===== config.mk =====
export PLATFORM = sky130hd
export DESIGN_NAME = uart_wb_arb
export DESIGN_NICKNAME = d
export VERILOG_FILES = /design/src/rtl/uart_wb_arb.sv
export SDC_FILE = /design/constraint.sdc
export NUM_CORES = 1
export LEC_CHECK = 0
export CAP_MARGIN = 10
export CORE_MARGIN = 4
export CORE_UTILIZATION = 37
export DETAILED_ROUTE_END_ITERATION = 6
export PLACE_DENSITY = 0.81
export SETUP_SLACK_MARGIN = 0.5
export SYNTH_ARGS = -nofsm -noshare
export SYNTH_HDL_FRONTEND = slang
export SYNTH_SLANG_ARGS = --single-unit

===== constraint.sdc =====
create_clock -name clk -period 3.73 [get_ports clk]
set_input_delay 0.5595 -clock clk [delete_from_list [all_inputs] [get_ports clk]]
set_output_delay 0.5595 -clock clk [all_outputs]
set_load 0.01 [all_outputs]

===== src/rtl/uart_wb_arb.sv =====
// uart_wb_arb: two-master round-robin Wishbone arbiter in front of the UART
// register-bank slave. Slave-side signals are registered, each transaction
// has an ack timeout, and a RELEASE cycle after each transaction lets the
// slave FSM re-arm.
module uart_wb_arb #(
    parameter int ADDR_WIDTH = 5,
    parameter int DATA_WIDTH = 32,
    parameter int SEL_WIDTH  = 4,
    parameter int TIMEOUT    = 15
) (
    input  logic                  clk,
    input  logic                  wb_rst_i,
    input  logic                  m0_cyc_i,
    input  logic                  m0_stb_i,
    input  logic                  m0_we_i,
    input  logic [ADDR_WIDTH-1:0] m0_adr_i,
    input  logic [DATA_WIDTH-1:0] m0_dat_i,
    input  logic [SEL_WIDTH-1:0]  m0_sel_i,
    output logic [DATA_WIDTH-1:0] m0_dat_o,
    output logic                  m0_ack_o,
    output logic                  m0_err_o,
    input  logic                  m1_cyc_i,
    input  logic                  m1_stb_i,
    input  logic                  m1_we_i,
    input  logic [ADDR_WIDTH-1:0] m1_adr_i,
    input  logic [DATA_WIDTH-1:0] m1_dat_i,
    input  logic [SEL_WIDTH-1:0]  m1_sel_i,
    output logic [DATA_WIDTH-1:0] m1_dat_o,
    output logic                  m1_ack_o,
    output logic                  m1_err_o,
    output logic                  s_cyc_o,
    output logic                  s_stb_o,
    output logic                  s_we_o,
    output logic [ADDR_WIDTH-1:0] s_adr_o,
    output logic [DATA_WIDTH-1:0] s_dat_o,
    output logic [SEL_WIDTH-1:0]  s_sel_o,
    input  logic [DATA_WIDTH-1:0] s_dat_i,
    input  logic                  s_ack_i,
    output logic [1:0]            gnt_o
);

    typedef enum logic [1:0] {IDLE, WAIT, RELEASE} state_t;

    typedef struct packed {
        logic                  we;
        logic [ADDR_WIDTH-1:0] adr;
        logic [DATA_WIDTH-1:0] dat;
        logic [SEL_WIDTH-1:0]  sel;
    } wb_req_t;

    // Last counter value still inside the ack window; reaching it without ack is a timeout.
    localparam logic [3:0] TMO_LAST = 4'(TIMEOUT - 1);

    state_t                state, state_n;
    logic [3:0]            cnt, cnt_n;
    logic                  last, last_n;     // index of the master served most recently
    logic [1:0]            gnt, gnt_n;
    logic                  act, act_n;       // drives both s_cyc_o and s_stb_o
    wb_req_t               s_req, s_req_n;   // captured request presented to the slave
    logic [1:0]            ack, ack_n;
    logic [1:0]            err, err_n;
    logic [DATA_WIDTH-1:0] m0_dat, m0_dat_n;
    logic [DATA_WIDTH-1:0] m1_dat, m1_dat_n;

    logic    req0, req1, pick, cyc_g;
    wb_req_t m0_req, m1_req;

    assign req0   = m0_cyc_i & m0_stb_i;
    assign req1   = m1_cyc_i & m1_stb_i;
    assign m0_req = '{we: m0_we_i, adr: m0_adr_i, dat: m0_dat_i, sel: m0_sel_i};
    assign m1_req = '{we: m1_we_i, adr: m1_adr_i, dat: m1_dat_i, sel: m1_sel_i};

    // Next-state and next-output logic; ack/err default low so they pulse for one cycle.
    always_comb begin
        state_n  = state;
        cnt_n    = cnt;
        last_n   = last;
        gnt_n    = gnt;
        act_n    = act;
        s_req_n  = s_req;
        ack_n    = 2'b00;
        err_n    = 2'b00;
        m0_dat_n = m0_dat;
        m1_dat_n = m1_dat;
        pick     = 1'b0;
        cyc_g    = 1'b0;
        case (state)
            IDLE: begin
                if (req0 | req1) begin
                    // On a tie the master that was not served last wins.
                    pick    = (req0 & req1) ? ~last : req1;
                    gnt_n   = pick ? 2'b10 : 2'b01;
                    s_req_n = pick ? m1_req : m0_req;
                    act_n   = 1'b1;
                    cnt_n   = 4'd0;
                    state_n = WAIT;
                end
            end
            WAIT: begin
                cnt_n = cnt + 4'd1;
                pick  = gnt[1];
                cyc_g = pick ? m1_cyc_i : m0_cyc_i;
                if (!cyc_g || s_ack_i || cnt == TMO_LAST) begin
                    act_n   = 1'b0;
                    gnt_n   = 2'b00;
                    last_n  = pick;
                    state_n = RELEASE;
                    // Abort suppresses both ack and err; ack beats a simultaneous timeout.
                    if (cyc_g && s_ack_i) begin
                        ack_n[pick] = 1'b1;
                        if (!s_req.we) begin
                            if (pick) m1_dat_n = s_dat_i;
                            else      m0_dat_n = s_dat_i;
                        end
                    end else if (cyc_g) begin
                        err_n[pick] = 1'b1;
                    end
                end
            end
            RELEASE: state_n = IDLE;
            default: state_n = IDLE;
        endcase
    end

    // State and registered outputs; reset returns everything to idle with master 0 favoured.
    always_ff @(posedge clk or posedge wb_rst_i) begin
        if (wb_rst_i) begin
            state  <= IDLE;
            cnt    <= 4'd0;
            last   <= 1'b1;
            gnt    <= 2'b00;
            act    <= 1'b0;
            s_req  <= '0;
            ack    <= 2'b00;
            err    <= 2'b00;
            m0_dat <= '0;
            m1_dat <= '0;
        end else begin
            state  <= state_n;
            cnt    <= cnt_n;
            last   <= last_n;
            gnt    <= gnt_n;
            act    <= act_n;
            s_req  <= s_req_n;
            ack    <= ack_n;
            err    <= err_n;
            m0_dat <= m0_dat_n;
            m1_dat <= m1_dat_n;
        end
    end

    assign s_cyc_o  = act;
    assign s_stb_o  = act;
    assign s_we_o   = s_req.we;
    assign s_adr_o  = s_req.adr;
    assign s_dat_o  = s_req.dat;
    assign s_sel_o  = s_req.sel;
    assign gnt_o    = gnt;
    assign m0_ack_o = ack[0];
    assign m1_ack_o = ack[1];
    assign m0_err_o = err[0];
    assign m1_err_o = err[1];
    assign m0_dat_o = m0_dat;
    assign m1_dat_o = m1_dat;

endmodule

=== Yosys cells after proc, flatten, opt, wreduce, memory -nomap -nowiden ===
Index checks and enable logic that the tools add are counted.

* Flip-flop bits (word level): 120
* Bits in latches: 0
* Bits of input ports: 123
* Memory bits (writable): 0
* ROM bits: 0
* Memories: 0
* Output and inout port bits: 114

* Divide/modulo/power cells: 0
* Shift operators: 0
* Muxes and demuxes: 24
* $lt $le $gt $ge: 2
* Equality and inequality tests: 4
* $add $sub $neg: 1
* Multiply operators: 0
* Reductions and logical operators: 14
* Bitwise logic cells: 7

{| class="wikitable"
|+ Operators with widths
! kind !! count
|-
| 2-to-1 mux 42 bit || 1
|-
| 2-to-1 mux 2 bit || 12
|-
| AND reduction 5 bit || 2
|-
| one-hot mux 2 bit (2 select lines) || 2
|-
| one-hot mux 4 bit (2 select lines) || 1
|-
| AND reduction 2 bit || 4
|-
| 2-to-1 mux 1 bit || 5
|-
| adder 4 x 1 -> 4 bit (second input constant) || 1
|-
| equality test 4 bit (second input constant) || 1
|-
| 2-to-1 mux 4 bit || 1
|-
| inequality test 2 bit (second input constant) || 2
|-
| AND 1 bit || 3
|-
| inverter 1 bit || 3
|-
| AND reduction 3 bit || 1
|-
| equality test 2 x 1 -> 1 bit (second input constant) || 1
|-
| logical AND 1 bit || 2
|-
| logical NOT 2 bit || 1
|-
| logical OR 1 bit || 2
|-
| < comparator 1 x 2 -> 1 bit (second input constant) || 1
|-
| one-hot mux 1 bit (2 select lines) || 1
|-
| nonzero test 2 bit || 1
|-
| demux 1 bit (select 1 bit) || 1
|-
| greater-or-equal comparator 1 bit (second input constant) || 1
|-
| logical NOT 1 bit || 1
|-
| OR 1 bit || 1
|}

=== Longest topological paths before layout ===
* Depth after elaboration: 8
* Depth in mapped cells: 6

=== Least setup slack after synthesis ===
OpenSTA, ideal clock, no wires.

* Kind: in2reg
* Start point: input m0_cyc_i
* End point: register s_req, in the netlist s_adr_o[4]
* Arrival time: 1.542 ns
* Path slack: 2.062 ns
* Library setup time: 0.126 ns
* Cell stages on the path: 5
* Required time: 3.604 ns
* Path buffers: 2
* Cell sequence: a22o_1 > o211a_1 > buf_2 > buf_2 > a221o_1

* Cells in the longest elaborated chain, start to end: 4

{| class="wikitable"
|+ Ends and longest elaborated chain
! item !! line !! source
|-
| from (decl) || 13 || <nowiki>input logic m0_cyc_i,</nowiki>
|-
| AND 1 bit * || 68 || <nowiki>assign req0 = m0_cyc_i & m0_stb_i;</nowiki>
|-
| AND 1 bit || 91 || <nowiki>pick = (req0 & req1) ? ~last : req1;</nowiki>
|-
| 2-to-1 mux 1 bit || 91 ||
|-
| 2-to-1 mux 42 bit || 93 || <nowiki>s_req_n = pick ? m1_req : m0_req;</nowiki>
|-
| to (signal assigned) || 144 || <nowiki>s_req <= s_req_n;</nowiki>
|-
| to (decl) || 59 || <nowiki>wb_req_t s_req, s_req_n;</nowiki>
|}

Every way passes the cells marked *; elsewhere a longest branch is shown, timed or not.
A chain may end at the register's enable or synchronous reset.

=== Final worst setup path ===
* Start point: input s_ack_i
* End point: register m0_dat[21] (netlist: m0_dat_o[21])

* Cells in the longest elaborated chain, start to end: 3

{| class="wikitable"
|+ Ends and longest elaborated chain
! item !! line !! source
|-
| from (decl) || 38 || <nowiki>input logic s_ack_i,</nowiki>
|-
| logical OR 1 bit (2 in a row) || 103 || <nowiki>if (!cyc_g || s_ack_i || cnt == TMO_LAST) begin</nowiki>
|-
| AND reduction 5 bit (no line) * || -- ||
|-
| to (signal assigned) || 147 || <nowiki>m0_dat <= m0_dat_n;</nowiki>
|-
| to (decl) || 62 || <nowiki>logic [DATA_WIDTH-1:0] m0_dat, m0_dat_n;</nowiki>
|}

Marked as above.

==> impl_metrics.py <==
metrics = {
    "clock_tree": {
        "cts_resized": 0,
        "cts.clk_slew.worst_paths_ps": 60,
        "cts.sinks": 120,
        "clk_latency_ps": 400,
        "clk_path_buf_depth": 2,
        "cts_tree": "yes",
        "root_buffer": "clkbuf_16",
        "cts_made_buffers": 17,
        "cts.hold.buffers_added": 0,
        "cts_setup_buffers": 0,
        "htreeDepth": 4,
    },
    "synthesis": {
        "yosys_most_used_dff": "dfrtp_1",
        "synth_cells": 336,
        "synthArstFlopShare_pct": 100,
        "syn_avg_cell_area_um2": 14.6,
        "netlist_top_cells_area": "dfrtp_1 (61%), mux2_2 (14%), a221o_1 (8.6%)",
        "synth_edf_count": 0,
        "synth.most_common_cell": "dfrtp_1",
        "syn_nets": 461,
        "netlist_top_cells_count": "dfrtp_1 (119), mux2_2 (62), a21boi_0 (42), a221o_1 (42), buf_2 (9)",
        "yosys_register_bits": 120,
        "yosysTopAreaCell": "dfrtp_1",
        "ys_warn_count": 0,
        "synth_cell_type_count": 32,
        "synth.cell_area_um2": 4890,
        "synth_top_area_share_pct": 60.9,
        "synth-seq-area-share_pct": 61.4,
    },
    "worst_setup_path": {
        "worstReg2RegEnd": "s_sel_o[1]$_DFFE_PP0P_",
        "crit_fanout": 25,
        "cp-end-kind": "flip-flop",
        "cp.arrival_ps": 2420,
        "rr_startpoint": "state[0]$_DFFE_PP0P_",
        "worstPathRequired_ps": 4020,
        "critPathLaunchType": "input pin",
        "ff2ff_setup_slack_ps": 1670,
        "rr_worst_depth": 5,
        "worstSetupPathType": "input pin to flip-flop",
    },
    "floorplan": {
        "start_util_pct": 38.3,
        "row_count": 41,
        "dieArea_um2": 15100,
        "num_io_pins": 237,
        "core_um2": 12800,
        "die_width_um": 123,
        "die_height_um": 123,
    },
    "placement": {
        "placed_cells": 728,
        "gp_congestion": 0.742,
        "place_ws_ps": 1160,
        "port_buffers": 236,
        "dp_hpwl_um": 10200,
    },
    "drt": {
        "routed_wl_um": 14000,
        "wl_per_cell_um": 18.5,
        "drtIter0Drc": 144,
        "drtPass1Iterations": 4,
        "vias": 3897,
        "route.detailed.drc": 0,
        "viasPerCell": 5.13,
        "postRouteAntennaNets": 0,
    },
    "final_layout": {
        "register_area_um2": 3000,
        "multiInputGateArea_um2": 1760,
        "area_growth_pct": 64.3,
        "antenna_cells": 0,
        "fillCellCount": 974,
        "drive_gt1_share_pct": 18.7,
        "finalNetCount": 700,
        "finalNonFillerCells": 760,
    },
    "grt": {
        "grt_pass1_vias": 4272,
        "antenna_found_initial": 0,
        "grtUsageTotal_pct": 18.8,
        "grt_util_met3_pct": 6.63,
        "grt_pass1_wl_um": 22000,
        "met1_usage_pct": 21.7,
        "busiest_layer": "met2",
        "grt_overflow": 0,
        "use_met2_pct": 32.7,
        "grt_max_degree": 59,
    },
    "timing": {
        "fin_worst_skew_ps": 8.21,
        "fin_setup_tns_ps": 0,
        "finalCriticalPeriod_ps": 2140,
        "worst_slack_ps": 1590,
        "rsz0062_at_grt": "false",
        "worst_pin_slew_ps": 535,
        "timing.final.crit_share_pct": 57.3,
        "slew_headroom_pct": 64.2,
        "fmax_mhz": 468,
        "maxSlewViolCount": 0,
        "hold_ws_ps": 485,
        "hold_viol_final": 0,
        "setup_viol": 0,
    },
    "power_and_ir_drop": {
        "power_density_nw_per_um2": 787,
        "leakage_nw": 3.39,
        "design_power_total_mw": 6.32,
        "ir_drop_v": 0.000373,
    },
    "min_path": {
        "whs_path_depth": 1,
        "hold_path_startpoint": "m1_dat_o[24]$_DFFE_PP0P_",
        "min_delay_worst_endpoint": "m1_dat_o[24]$_DFFE_PP0P_",
        "hold_path_class": "flip-flop to flip-flop",
    },
    "run": {
        "maxCapViolations": 0,
    },
    "status": {
        "outcome": "finished, final reports clean",
    },
}
power by group:
group	internal, mW	leakage, nW	total, mW	switching (mW)
sequential	1.86	1.51	2.20	0.344
clock	0.986	0.272	1.58	0.591
combinational	1.55	1.61	2.54	0.985
worst max path at each step:
stage	from	endpoint	slack (ps)
after global routing	s_ack_i	m0_dat_o[23]$_DFFE_PP0P_	1490
after floorplan	wb_rst_i	ack[0]$_DFF_PP0_	1700
after detailed placement	s_ack_i	m0_dat_o[21]$_DFFE_PP0P_	1160
final	s_ack_i	m0_dat_o[21]$_DFFE_PP0P_	1590
after global placement	s_ack_i	m0_dat_o[21]$_DFFE_PP0P_	1230
after CTS	s_we_o$_DFFE_PP0P_	s_we_o	1580
area by class of cell:
type                            count  area share, %
Clock buffer                       18           5.34
Clock inverter                     14           1.90
Inverter                            4          0.234
Multi-Input combinational cell    188           22.0
Sequential cell                   120           37.4
Tap cell                          172           2.68
Timing Repair Buffer              244           30.5
through the flow:
stage / instance area (um^2) / util, %
6_report: 8030 / 62.9
5_1_grt: 8030 / 62.9
4_1_cts: 8030 / 62.9
3_5_place_dp: 7450 / 58.3
3_3_place_gp: 7450 / 58.3
2_1_floorplan: 4890 / -
cell usage in the layout (no fill, tap or decap), types with 2 or more instances in the layout:
| master | instances |
|---|---|
| nand2b_1 | 2 |
| clkinv_4 | 5 |
| buf_4 | 6 |
| mux2_2 | 62 |
| a221o_1 | 42 |
| ha_1 | 2 |
| nand3b_1 | 2 |
| clkinv_2 | 2 |
| inv_1 | 3 |
| clkdlybuf4s50_1 | 236 |
| buf_12 | 2 |
| dfrtp_1 | 119 |
| clkbuf_16 | 17 |
| nand3_1 | 3 |
| mux2_1 | 4 |
| nor2_1 | 4 |
| nand2_1 | 4 |
| nor3_1 | 2 |
| a31o_2 | 3 |
| nor3_4 | 2 |
| clkinvlp_4 | 5 |
| xor2_1 | 2 |
| a21boi_0 | 42 |
| bufinv_16 | 2 |
critical path, cell delays in order:
cell and delay [ps]:
clkdlybuf4s50_1 530, nand3b_1 240, nor3_4 460, buf_12 250, mux2_2 350
registers in the layout (all words and copies together), names as in the netlist:
register  count
m0_dat_o     32
m1_dat_o     32
s_dat_o      32
s_adr_o       5
cnt           4
s_sel_o       4
ack           2
err           2
gnt_o         2
state         2
last          1
s_cyc_o       1
s_we_o        1
per-layer routing:
layer | routed length (um) | up-vias
met4 | 240 | 0
met5 | 0 | -
li1 | - | 1761
met2 | 7110 | 186
met1 | 5510 | 1932
met3 | 1170 | 18
kinds of logic after synthesis:
group	synth area share, %
adder cells (fa/ha/maj)	0.512
AND/OR/NAND/NOR	2.74
multiplexers	15.2
XOR/XNOR	0.358
AO/OA/AOI/OAI	16.8
flip-flops	61.4
buffers and inverters	2.92
(Power assumes the default switching activity.)
